$ cat config.mk
export PLATFORM = sky130hd
export DESIGN_NAME = mag_comp_pipe_flat
export DESIGN_NICKNAME = d
export VERILOG_FILES = /design/src/rtl/mag_comp_if.sv /design/src/rtl/mag_comp_pipe.sv /design/src/flat_wrapper.sv
export SDC_FILE = /design/constraint.sdc
export NUM_CORES = 1
export LEC_CHECK = 0
export CAP_MARGIN = 20
export CORE_MARGIN = 4
export CORE_UTILIZATION = 40
export CTS_BUF_LIST = sky130_fd_sc_hd__clkbuf_8 sky130_fd_sc_hd__clkbuf_16
export DETAILED_ROUTE_END_ITERATION = 10
export PLACE_DENSITY = 0.63
export SETUP_SLACK_MARGIN = 0.05
export SLEW_MARGIN = 0
export SYNTH_ARGS = -nofsm -noshare
export SYNTH_HDL_FRONTEND = slang
export SYNTH_SLANG_ARGS = --single-unit
$ cat constraint.sdc
create_clock -name clk -period 1.4 [get_ports clk]
set_input_delay 0.21 -clock clk [delete_from_list [all_inputs] [get_ports clk]]
set_output_delay 0.21 -clock clk [all_outputs]
set_load 0.03 [all_outputs]
$ cat src/rtl/mag_comp_if.sv
// Valid/ready streaming bundle for mag_comp_pipe: operand/tag request side and flag/tag result side.
interface mag_comp_if #(
    parameter int WIDTH = 32,
    parameter int TAG_W = 4
);
    logic             in_valid;
    logic             in_ready;
    logic [WIDTH-1:0] a;
    logic [WIDTH-1:0] b;
    logic             is_signed;
    logic [TAG_W-1:0] in_tag;
    logic             out_valid;
    logic             out_ready;
    logic             a_gt_b;
    logic             a_eq_b;
    logic             a_lt_b;
    logic             a_gtet_b;
    logic [TAG_W-1:0] out_tag;

    modport master (
        output in_valid, a, b, is_signed, in_tag, out_ready,
        input  in_ready, out_valid, a_gt_b, a_eq_b, a_lt_b, a_gtet_b, out_tag
    );

    modport slave (
        input  in_valid, a, b, is_signed, in_tag, out_ready,
        output in_ready, out_valid, a_gt_b, a_eq_b, a_lt_b, a_gtet_b, out_tag
    );
endinterface

$ cat src/rtl/mag_comp_pipe.sv
// Pipelined WIDTH-bit magnitude comparator resolving CHUNK bits per stage, MSB chunk first,
// with a global-advance valid/ready pipeline and a pass-through user tag.
module mag_comp_pipe #(
    parameter int WIDTH = 32,
    parameter int CHUNK = 8,
    parameter int TAG_W = 4
) (
    input logic       clk,
    input logic       rst_n,
    mag_comp_if.slave bus
);
    localparam int STAGES = WIDTH / CHUNK;
    localparam int LAST   = STAGES - 1;
    localparam logic [WIDTH-1:0] SIGN_BIT = {1'b1, {(WIDTH-1){1'b0}}};

    // Returns {decided, gt}; once a higher chunk has decided, lower chunks cannot change the answer.
    function automatic logic [1:0] chunk_step(
        input logic             dec_in,
        input logic             gt_in,
        input logic [CHUNK-1:0] ca,
        input logic [CHUNK-1:0] cb
    );
        logic [1:0] res;
        if (dec_in) begin
            res = {1'b1, gt_in};
        end else if (ca > cb) begin
            res = 2'b11;
        end else if (ca < cb) begin
            res = 2'b10;
        end else begin
            res = 2'b00;
        end
        return res;
    endfunction

    logic             adv_s;
    logic [WIDTH-1:0] a_in_s;
    logic [WIDTH-1:0] b_in_s;

    logic             stg_v_s   [STAGES];
    logic             stg_dec_s [STAGES];
    logic             stg_gt_s  [STAGES];
    logic [TAG_W-1:0] stg_tag_s [STAGES];
    logic [WIDTH-1:0] stg_a_s   [STAGES];
    logic [WIDTH-1:0] stg_b_s   [STAGES];
    logic             nxt_dec_s [STAGES];
    logic             nxt_gt_s  [STAGES];

    logic             v_r   [STAGES];
    logic             dec_r [STAGES];
    logic             gt_r  [STAGES];
    logic [TAG_W-1:0] tag_r [STAGES];
    logic [WIDTH-1:0] a_r   [STAGES];
    logic [WIDTH-1:0] b_r   [STAGES];

    logic gt_flag_r;
    logic eq_flag_r;
    logic lt_flag_r;
    logic gtet_flag_r;

    // Advance control and entry bias: flipping the sign bit maps two's complement onto offset binary.
    always_comb begin
        adv_s = ~v_r[LAST] | bus.out_ready;
        if (bus.is_signed) begin
            a_in_s = bus.a ^ SIGN_BIT;
            b_in_s = bus.b ^ SIGN_BIT;
        end else begin
            a_in_s = bus.a;
            b_in_s = bus.b;
        end
    end

    for (genvar s = 0; s < STAGES; s++) begin : g_stage
        if (s == 0) begin : g_entry
            assign stg_v_s[s]   = bus.in_valid;
            assign stg_dec_s[s] = 1'b0;
            assign stg_gt_s[s]  = 1'b0;
            assign stg_tag_s[s] = bus.in_tag;
            assign stg_a_s[s]   = a_in_s;
            assign stg_b_s[s]   = b_in_s;
        end else begin : g_chain
            assign stg_v_s[s]   = v_r[s-1];
            assign stg_dec_s[s] = dec_r[s-1];
            assign stg_gt_s[s]  = gt_r[s-1];
            assign stg_tag_s[s] = tag_r[s-1];
            assign stg_a_s[s]   = a_r[s-1];
            assign stg_b_s[s]   = b_r[s-1];
        end
        assign {nxt_dec_s[s], nxt_gt_s[s]} = chunk_step(
            stg_dec_s[s], stg_gt_s[s],
            stg_a_s[s][WIDTH-1-s*CHUNK -: CHUNK],
            stg_b_s[s][WIDTH-1-s*CHUNK -: CHUNK]);
    end

    // Pipeline registers and result flags; every stage loads together or the whole pipe holds.
    always_ff @(posedge clk or negedge rst_n) begin
        if (!rst_n) begin
            for (int s = 0; s < STAGES; s++) begin
                v_r[s]   <= 1'b0;
                dec_r[s] <= 1'b0;
                gt_r[s]  <= 1'b0;
                tag_r[s] <= {TAG_W{1'b0}};
                a_r[s]   <= {WIDTH{1'b0}};
                b_r[s]   <= {WIDTH{1'b0}};
            end
            gt_flag_r   <= 1'b0;
            eq_flag_r   <= 1'b0;
            lt_flag_r   <= 1'b0;
            gtet_flag_r <= 1'b0;
        end else if (adv_s) begin
            for (int s = 0; s < STAGES; s++) begin
                v_r[s]   <= stg_v_s[s];
                dec_r[s] <= nxt_dec_s[s];
                gt_r[s]  <= nxt_gt_s[s];
                tag_r[s] <= stg_tag_s[s];
                a_r[s]   <= stg_a_s[s];
                b_r[s]   <= stg_b_s[s];
            end
            gt_flag_r   <= nxt_dec_s[LAST] & nxt_gt_s[LAST];
            eq_flag_r   <= ~nxt_dec_s[LAST];
            lt_flag_r   <= nxt_dec_s[LAST] & ~nxt_gt_s[LAST];
            gtet_flag_r <= ~nxt_dec_s[LAST] | nxt_gt_s[LAST];
        end
    end

    assign bus.in_ready  = adv_s;
    assign bus.out_valid = v_r[LAST];
    assign bus.out_tag   = tag_r[LAST];
    assign bus.a_gt_b    = gt_flag_r;
    assign bus.a_eq_b    = eq_flag_r;
    assign bus.a_lt_b    = lt_flag_r;
    assign bus.a_gtet_b  = gtet_flag_r;
endmodule

$ cat src/flat_wrapper.sv
// flat-port wrapper written by rule: the top's interface ports become plain ports
module mag_comp_pipe_flat 
#(
    parameter int WIDTH = 32,
    parameter int CHUNK = 8,
    parameter int TAG_W = 4
)
  (clk, rst_n, bus_in_valid, bus_a, bus_b, bus_is_signed, bus_in_tag, bus_out_ready, bus_in_ready, bus_out_valid, bus_a_gt_b, bus_a_eq_b, bus_a_lt_b, bus_a_gtet_b, bus_out_tag);
  mag_comp_if #(.WIDTH(WIDTH), .TAG_W(TAG_W)) bus_i ();
  input logic clk;
  input logic rst_n;
  input wire logic [$bits(bus_i.in_valid)-1:0] bus_in_valid;
  input wire logic [$bits(bus_i.a)-1:0] bus_a;
  input wire logic [$bits(bus_i.b)-1:0] bus_b;
  input wire logic [$bits(bus_i.is_signed)-1:0] bus_is_signed;
  input wire logic [$bits(bus_i.in_tag)-1:0] bus_in_tag;
  input wire logic [$bits(bus_i.out_ready)-1:0] bus_out_ready;
  output wire logic [$bits(bus_i.in_ready)-1:0] bus_in_ready;
  output wire logic [$bits(bus_i.out_valid)-1:0] bus_out_valid;
  output wire logic [$bits(bus_i.a_gt_b)-1:0] bus_a_gt_b;
  output wire logic [$bits(bus_i.a_eq_b)-1:0] bus_a_eq_b;
  output wire logic [$bits(bus_i.a_lt_b)-1:0] bus_a_lt_b;
  output wire logic [$bits(bus_i.a_gtet_b)-1:0] bus_a_gtet_b;
  output wire logic [$bits(bus_i.out_tag)-1:0] bus_out_tag;
  assign bus_i.in_valid = bus_in_valid;
  assign bus_i.a = bus_a;
  assign bus_i.b = bus_b;
  assign bus_i.is_signed = bus_is_signed;
  assign bus_i.in_tag = bus_in_tag;
  assign bus_i.out_ready = bus_out_ready;
  assign bus_in_ready = bus_i.in_ready;
  assign bus_out_valid = bus_i.out_valid;
  assign bus_a_gt_b = bus_i.a_gt_b;
  assign bus_a_eq_b = bus_i.a_eq_b;
  assign bus_a_lt_b = bus_i.a_lt_b;
  assign bus_a_gtet_b = bus_i.a_gtet_b;
  assign bus_out_tag = bus_i.out_tag;
  mag_comp_pipe #(.WIDTH(WIDTH), .CHUNK(CHUNK), .TAG_W(TAG_W)) u_core (.clk(clk), .rst_n(rst_n), .bus(bus_i));
endmodule
==> results.txt, run 1 <==
Post-Route WL: 12.37 mm
Initial antenna violation count: 0
All-Layer GR Usage: 0.1622
# diodes: 0
Root Driver: clkbuf_16
CTS Buffer Depth: 2
Max Cap Viol: 0
Final Cycle Share: 1.140
Die X: 124.9 um
Detailed-route via count: 4324
Leak: 3.826 nW
CTS tree: done
WL met2: 5.993 mm
Initial core utilization: 0.4111
Final Setup Violations: 9
Residual DRC count: 0
Syn_area_per_cell: 8.872 um2
Post-synth ARST share: 1.000
Tightest Pin Transition: 0.3843 ns
Fillers: 1136
Multi-input logic area: 2327 um2
Drt wl/cell: 13.62 um
H-tree depth: 4
Register area: 3154 um2
Dpl ws: -0.5321 ns
Data arrival, critical path: 1.94 ns
Io pins: 83
WS Path Type: reg2reg
Post-synth top flop: dfrtp_1
Routed met1 length: 5.632 mm
Post-DP HPWL: 7.882 mm
Vias in the first global route: 4560
Fin nets: 823
Die area: 15600 um2
Post-synthesis sequential area ratio: 0.5769
FF+latch count, synth: 126
Worst skew pair latency: 0.42 ns
Critical Path End Type: register
CTS Sinks: 126
Worst Slack Setup Final: -0.1955 ns
F_max: 0.6268 GHz
Netlist cell types: 35
Total power: 15.08 mW
Core area: 13300 um2
Status: complete, but fails checks
Worst slew margin: 0.7438
Crit path max fanout: 2
Pin count of the biggest net entering global routing: 45
Drt first pass iters: 4
Hold Violations, Final: 0
First-pass GRT wire length: 20.73 mm
Syn nets: 720
Num CTS Buffers: 17
Slew Viols, Final: 0
Unrepaired setup endpoints after global routing: yes
Worst R2R Setup Slack: -0.20 ns
Share of cells above drive strength 1: 0.1475
Critical path required time: 1.74 ns
WL met3: 538 um
Clock Pin Slew Worst Setup and Hold Paths: 0.06 ns
Violated checks: negative setup slack
GPL Wtd Cong: 0.7500
Layout Area Growth over Synthesis: 39.72%
Row count: 42
Gate Count Post-Synth: 616
Clk_skew: 0.006428 ns
IO buf count: 82
Initial drt markers: 272
Power per cell area: 1975 nW/um2
DR vias/cell: 4.762
Hold/Removal Path Class: in2async
Setup crit start kind: register
Overflow after GRT: 0
Yosys Warn Count: 0
Min Tclk post-route: 1.595 ns
Worst VDD drop: 1.197 mV
Synthesized area: 5465 um2
Die H: 124.9 um
Number of flops mapped to enable cells by yosys: 0
DR top layer: met4
Post-route ant nets: 0
[final cells by class]
| class | instances | area share |
|---|---|---|
| sequential | 126 | 0.4131 |
| multi-input combinational | 426 | 0.3048 |
| timing repair buffer | 111 | 0.1594 |
| clock buffer | 18 | 0.05751 |
| tap | 176 | 0.02884 |
| inverter | 37 | 0.01884 |
| clock inverter | 14 | 0.01753 |
[critical path: stages, from the launching register on]
cell and delay (ns):
dfrtp_1 0.35, inv_1 0.09, ha_1 0.24, nand4_1 0.14, nor3_2 0.07, buf_4 0.13, or3_4 0.36, a21oi_2 0.14
[cells by family (layout without fill, tap and decap cells)]
family / after synthesis / in the layout / share of synthesized area
XOR/XNOR: 1 / 1 / 0.001603
buffers and inverters: 64 / 180 / 0.04808
AND/OR/NAND/NOR: 330 / 330 / 0.2351
AO/OA/AOI/OAI: 64 / 64 / 0.06731
adder cells (fa/ha/maj): 31 / 31 / 0.07097
flip-flops: 126 / 126 / 0.5769
[flip-flops by register name (all words and copies together) (netlist names)]
register,cells
u_core.bus.a_lt_b,1
u_core.bus.out_valid,1
u_core.dec_r,3
u_core.stg_tag_s,12
u_core.bus.a_eq_b,1
u_core.b_r,48
u_core.bus.out_tag,4
u_core.bus.a_gt_b,1
u_core.stg_v_s,3
u_core.a_r,48
u_core.gt_r,3
u_core.bus.a_gtet_b,1
[stage by stage]
step,util,cells,TNS (ns),cell area (um2),hold WS (ns)
after floorplan,-,616,-0.1767,5479,-0.08559
after global placement,0.4998,867,-8.170,6645,0.1514
after detailed placement,0.4998,867,-10.70,6645,0.1509
after CTS,0.5566,903,-1.024,7400,0.2774
after global routing,0.5743,908,-1.549,7636,0.3049
final,0.5743,908,-0.9218,7636,0.2740
[power breakdown]
group | switching [mW] | leakage, nW | internal [mW] | total [mW]
clock network | 1.68 | 0.278 | 2.51 | 4.19
logic | 2.86 | 2.03 | 2.33 | 5.19
registers | 0.715 | 1.52 | 4.99 | 5.71
total | 5.25 | 3.83 | 9.83 | 15.1
[synthesized netlist by cell type (all sizes together), types with 2 or more instances]
master    n  area [um2]
o221ai    2       17.52
nand4     6       37.54
clkbuf   10       37.54
o21bai    2       15.01
nor2b     3       18.77
nor2      5       18.77
buf      17       86.33
o211ai    2       15.01
nand2   307        1152
a21oi    19       95.09
and3      3       18.77
o21ai    30       150.1
dfrtp   126        3153
ha       31       387.9
inv      37       138.9
[layout by cell type (no fill, tap or decap), types with 4 or more instances in the layout]
cell type / synthesis / final
inv_1: 36 / 31
clkdlybuf4s15_2: 0 / 7
dfrtp_1: 126 / 125
buf_12: 0 / 8
clkbuf_16: 0 / 20
buf_4: 2 / 15
a21oi_1: 19 / 16
inv_2: 1 / 5
clkinv_4: 0 / 5
inv_6: 0 / 5
clkdlybuf4s50_1: 0 / 65
dlymetal6s2s_1: 0 / 4
o21ai_0: 29 / 26
ha_4: 0 / 14
nor2_1: 5 / 5
ha_1: 31 / 17
nand2_1: 307 / 307
nand4_1: 6 / 6
[path summary, 6_finish.rpt]
check | start | endpoint | cells past startpoint
max | u_core.b_r[116] | u_core.gt_r[2] | 7
min | rst_n | u_core.b_r[35] | 2
max reg2reg | u_core.b_r[116] | u_core.gt_r[2] | 7
min reg2reg | u_core.stg_v_s[0] | u_core.stg_v_s[0] | 2
max in group asynchronous | rst_n | u_core.a_r[119] | 3
min in group clk | bus_a[6] | u_core.a_r[102] | 3
[timing repair]
item                       in CTS  in global routing
resized for setup              48                 32
hold endpoints to repair       22                  0
hold buffers                    1                  0
pin swaps                      10                 17
cloned                          0                  3
setup buffers                   3                  2
setup endpoints to repair      20                 83
[metal layers]
metal,vias to the layer above,GRT usage
li1,2157,-
met1,2061,0.2021
met2,92,0.2659
met3,14,0.04931
met4,0,0.06186
met5,-,0
Power figures use the tool's default switching activity.
==> inputs of run 2 (changes only) <==
CAP_MARGIN = not set   (was 20)
==> results of run 2 <==
No change in the layout: final DEF, timing and power equal those of run 1.
==> inputs of run 3 (changes only) <==
CELL_PAD_IN_SITES_DETAIL_PLACEMENT = 0   (was not set)
CELL_PAD_IN_SITES_GLOBAL_PLACEMENT = 1   (was not set)
CORE_UTILIZATION = 37   (was 40)
PLACE_DENSITY = 0.75   (was 0.63)
==> run 3 against run 2 <==
Effect of this change: the run still ends with negative setup slack left; wire length grew 1.7%; final area up 0.41%; clock skew fell by 0.0011 ns; sequential cell count stayed put; final cell count is 1.3% higher; combinational power shrank 1%; global-route usage is 0.78 points lower; critical path depth down 1; count of clock-buffer cells in the layout is the same; fmax fell by 0.76%; power is 1.6% higher; via count is 0.95% lower; critical endpoint is now u_core.dec_r[2]; largest cell class unchanged.
==> results.txt, run 3 (synthesis results as in run 1) <==
Status: complete, but fails checks
Violated checks: negative setup slack
Post-Route WL: 12.58 mm (+1.7%)
Register area: 3154 um2 (unchanged)
F_max: 0.6220 GHz (-0.76%)
Unrepaired setup endpoints after global routing: yes
Fin nets: 827 (+0.49%)
Slowest cell on crit path: dfrtp_1
IO buf count: 82 (unchanged)
Crit path largest cell delay: 0.40 ns (+0.04 ns)
CTS Sinks: 126 (unchanged)
Data arrival, critical path: 1.90 ns (-0.04 ns)
Setup TNS: -1.264 ns (-0.3417 ns)
Power per cell area: 1999 nW/um2 (+1.2%)
CTS tree: done
Final Setup Violations: 9 (unchanged)
Drt wl/cell: 13.67 um (+0.37%)
Clock Pin Slew Worst Setup and Hold Paths: 0.06 ns (about the same)
Worst VDD drop: 1.097 mV (-8.3%)
Worst skew pair latency: 0.41 ns (about the same)
First-pass GRT wire length: 20.71 mm (-0.14%)
H-tree depth: 4 (unchanged)
Residual DRC count: 0 (unchanged)
Setup crit start kind: register
Hold Violations, Final: 0 (unchanged)
Delay-heaviest family, CP: compound AO/OA/AOI/OAI gates
Critical path required time: 1.69 ns (-0.05 ns)
Core area: 14480 um2 (+8.9%)
WS Path Type: reg2reg
Initial core utilization: 0.3775 (-0.03360)
CTS Buffer Depth: 2 (unchanged)
Final Instance Area: 7667 um2 (+0.41%)
Slew Viols, Final: 0 (unchanged)
Die X: 129.5 um (+3.7%)
Multi-input logic area: 2291 um2 (-1.6%)
Most frequent cells in the layout: 307 x nand2_1, 125 x dfrtp_1, 65 x clkdlybuf4s50_1, 33 x inv_1, 26 x o21ai_0
Util after Layout: 0.5296 (-0.04479)
Final Cycle Share: 1.148 (+0.008709)
Min Tclk post-route: 1.608 ns (+0.01219 ns)
WP buf/inv: 1 (-1)
Post-DP HPWL: 8.241 mm (+4.5%)
Max Cap Viol: 0 (unchanged)
Root Driver: clkbuf_16
Drt first pass iters: 4 (unchanged)
Detailed-route via count: 4283 (-0.95%)
Clk_skew: 0.005329 ns (-0.001099 ns)
Cell-by-cell trace of the critical path: ha_4, nand3_4, o221ai_2, a21oi_2, buf_4, o32a_4
Placed Area: 6718 um2 (+1.1%)
Io pins: 83 (unchanged)
Die H: 129.5 um (+3.7%)
Row count: 44 (+4.8%)
Initial antenna violation count: 0 (unchanged)
Post-route ant nets: 0 (unchanged)
Num CTS Buffers: 17 (unchanged)
Most common cell after layout, fill and taps aside: nand2_1
Crit path max fanout: 2 (unchanged)
DR vias/cell: 4.655 (-2.2%)
Leak: 3.858 nW (+0.83%)
Pin count of the biggest net entering global routing: 42 (-6.7%)
Die area: 16780 um2 (+7.6%)
Worst Slack Setup Final: -0.2077 ns (-0.01219 ns)
Tightest Pin Transition: 0.4654 ns (+0.08108 ns)
Hold_ws: 0.2975 ns (+0.02351 ns)
# diodes: 0 (unchanged)
GPL Wtd Cong: 0.7217 (-3.8%)
Critical Path End Type: register
Fillers: 1338 (+18%)
Share of cells above drive strength 1: 0.1440 (-0.003519)
Layout Area Growth over Synthesis: 40.29%
Hold/Removal Path Class: in2async
All-Layer GR Usage: 0.1543 (-0.007830)
Worst slew margin: 0.6898 (-0.05405)
Overflow after GRT: 0 (unchanged)
Initial drt markers: 149 (-45%)
Vias in the first global route: 4580 (+0.44%)
run 3: worst paths after layout:
| path | start | end | slack [ns] | cells after the start |
|---|---|---|---|---|
| setup / recovery | u_core.a_r[114] | u_core.dec_r[2] | -0.21 | 6 |
| hold / removal | rst_n | u_core.b_r[110] | 0.30 | 2 |
| setup reg to reg | u_core.a_r[114] | u_core.dec_r[2] | -0.21 | 6 |
| hold reg to reg | u_core.stg_v_s[0] | u_core.stg_v_s[0] | 0.46 | 2 |
| max in group asynchronous | rst_n | u_core.gt_r[1] | 0.59 | 3 |
| min in group clk | bus_a[0] | u_core.a_r[96] | 0.33 | 3 |
run 3: stage by stage:
stage,setup WS (ns),cells,total power [mW]
3_3_place_gp,-0.4908,880,10.03
6_report,-0.2077,920,15.33
5_1_grt,-0.3251,920,16.46
2_1_floorplan,-0.1035,616,8.468
4_1_cts,-0.2590,918,15.12
3_5_place_dp,-0.5273,880,10.26
run 3: what timing repair did:
action | 4_1_cts | 5_1_grt
pin swaps | 16 | 18
hold endpoints to repair | 25 | 0
gates resized for setup | 55 | 23
endpoints found under the setup margin | 20 | 50
cloned | 0 | 1
buffers inserted | 5 | 1
hold buffers | 1 | 0
run 3: worst reg2reg max path, stage by stage, from the launching register on:
cell,delay (ns)
dfrtp_1,0.40
ha_4,0.29
nand3_4,0.07
o221ai_2,0.19
a21oi_2,0.09
buf_4,0.14
o32a_4,0.29
run 3: layout make-up:
class / instances / area share
Tap cell: 184 / 0.03003
Clock buffer: 18 / 0.05728
Sequential cell: 126 / 0.4114
Inverter: 37 / 0.01877
Timing Repair Buffer: 115 / 0.1617
Clock inverter: 14 / 0.02203
Multi-Input combinational cell: 426 / 0.2988
run 3: per-layer routing:
metal  part of all wire  vias to the layer above  wire length, um  GRT usage
met5                  0                        -                0          0
met4              0.013                        0              165    0.05012
met3              0.040                       13              500    0.04411
met2               0.49                       70             6127     0.2552
met1               0.46                     2035             5786     0.1966
li1                   -                     2165                -          -
run 3: report_power, final:
group | total, mW | internal, mW | switching, mW | leakage, nW
logic | 5.14 | 2.30 | 2.83 | 2.05
registers | 5.68 | 4.99 | 0.688 | 1.52
clock network | 4.51 | 2.84 | 1.66 | 0.290
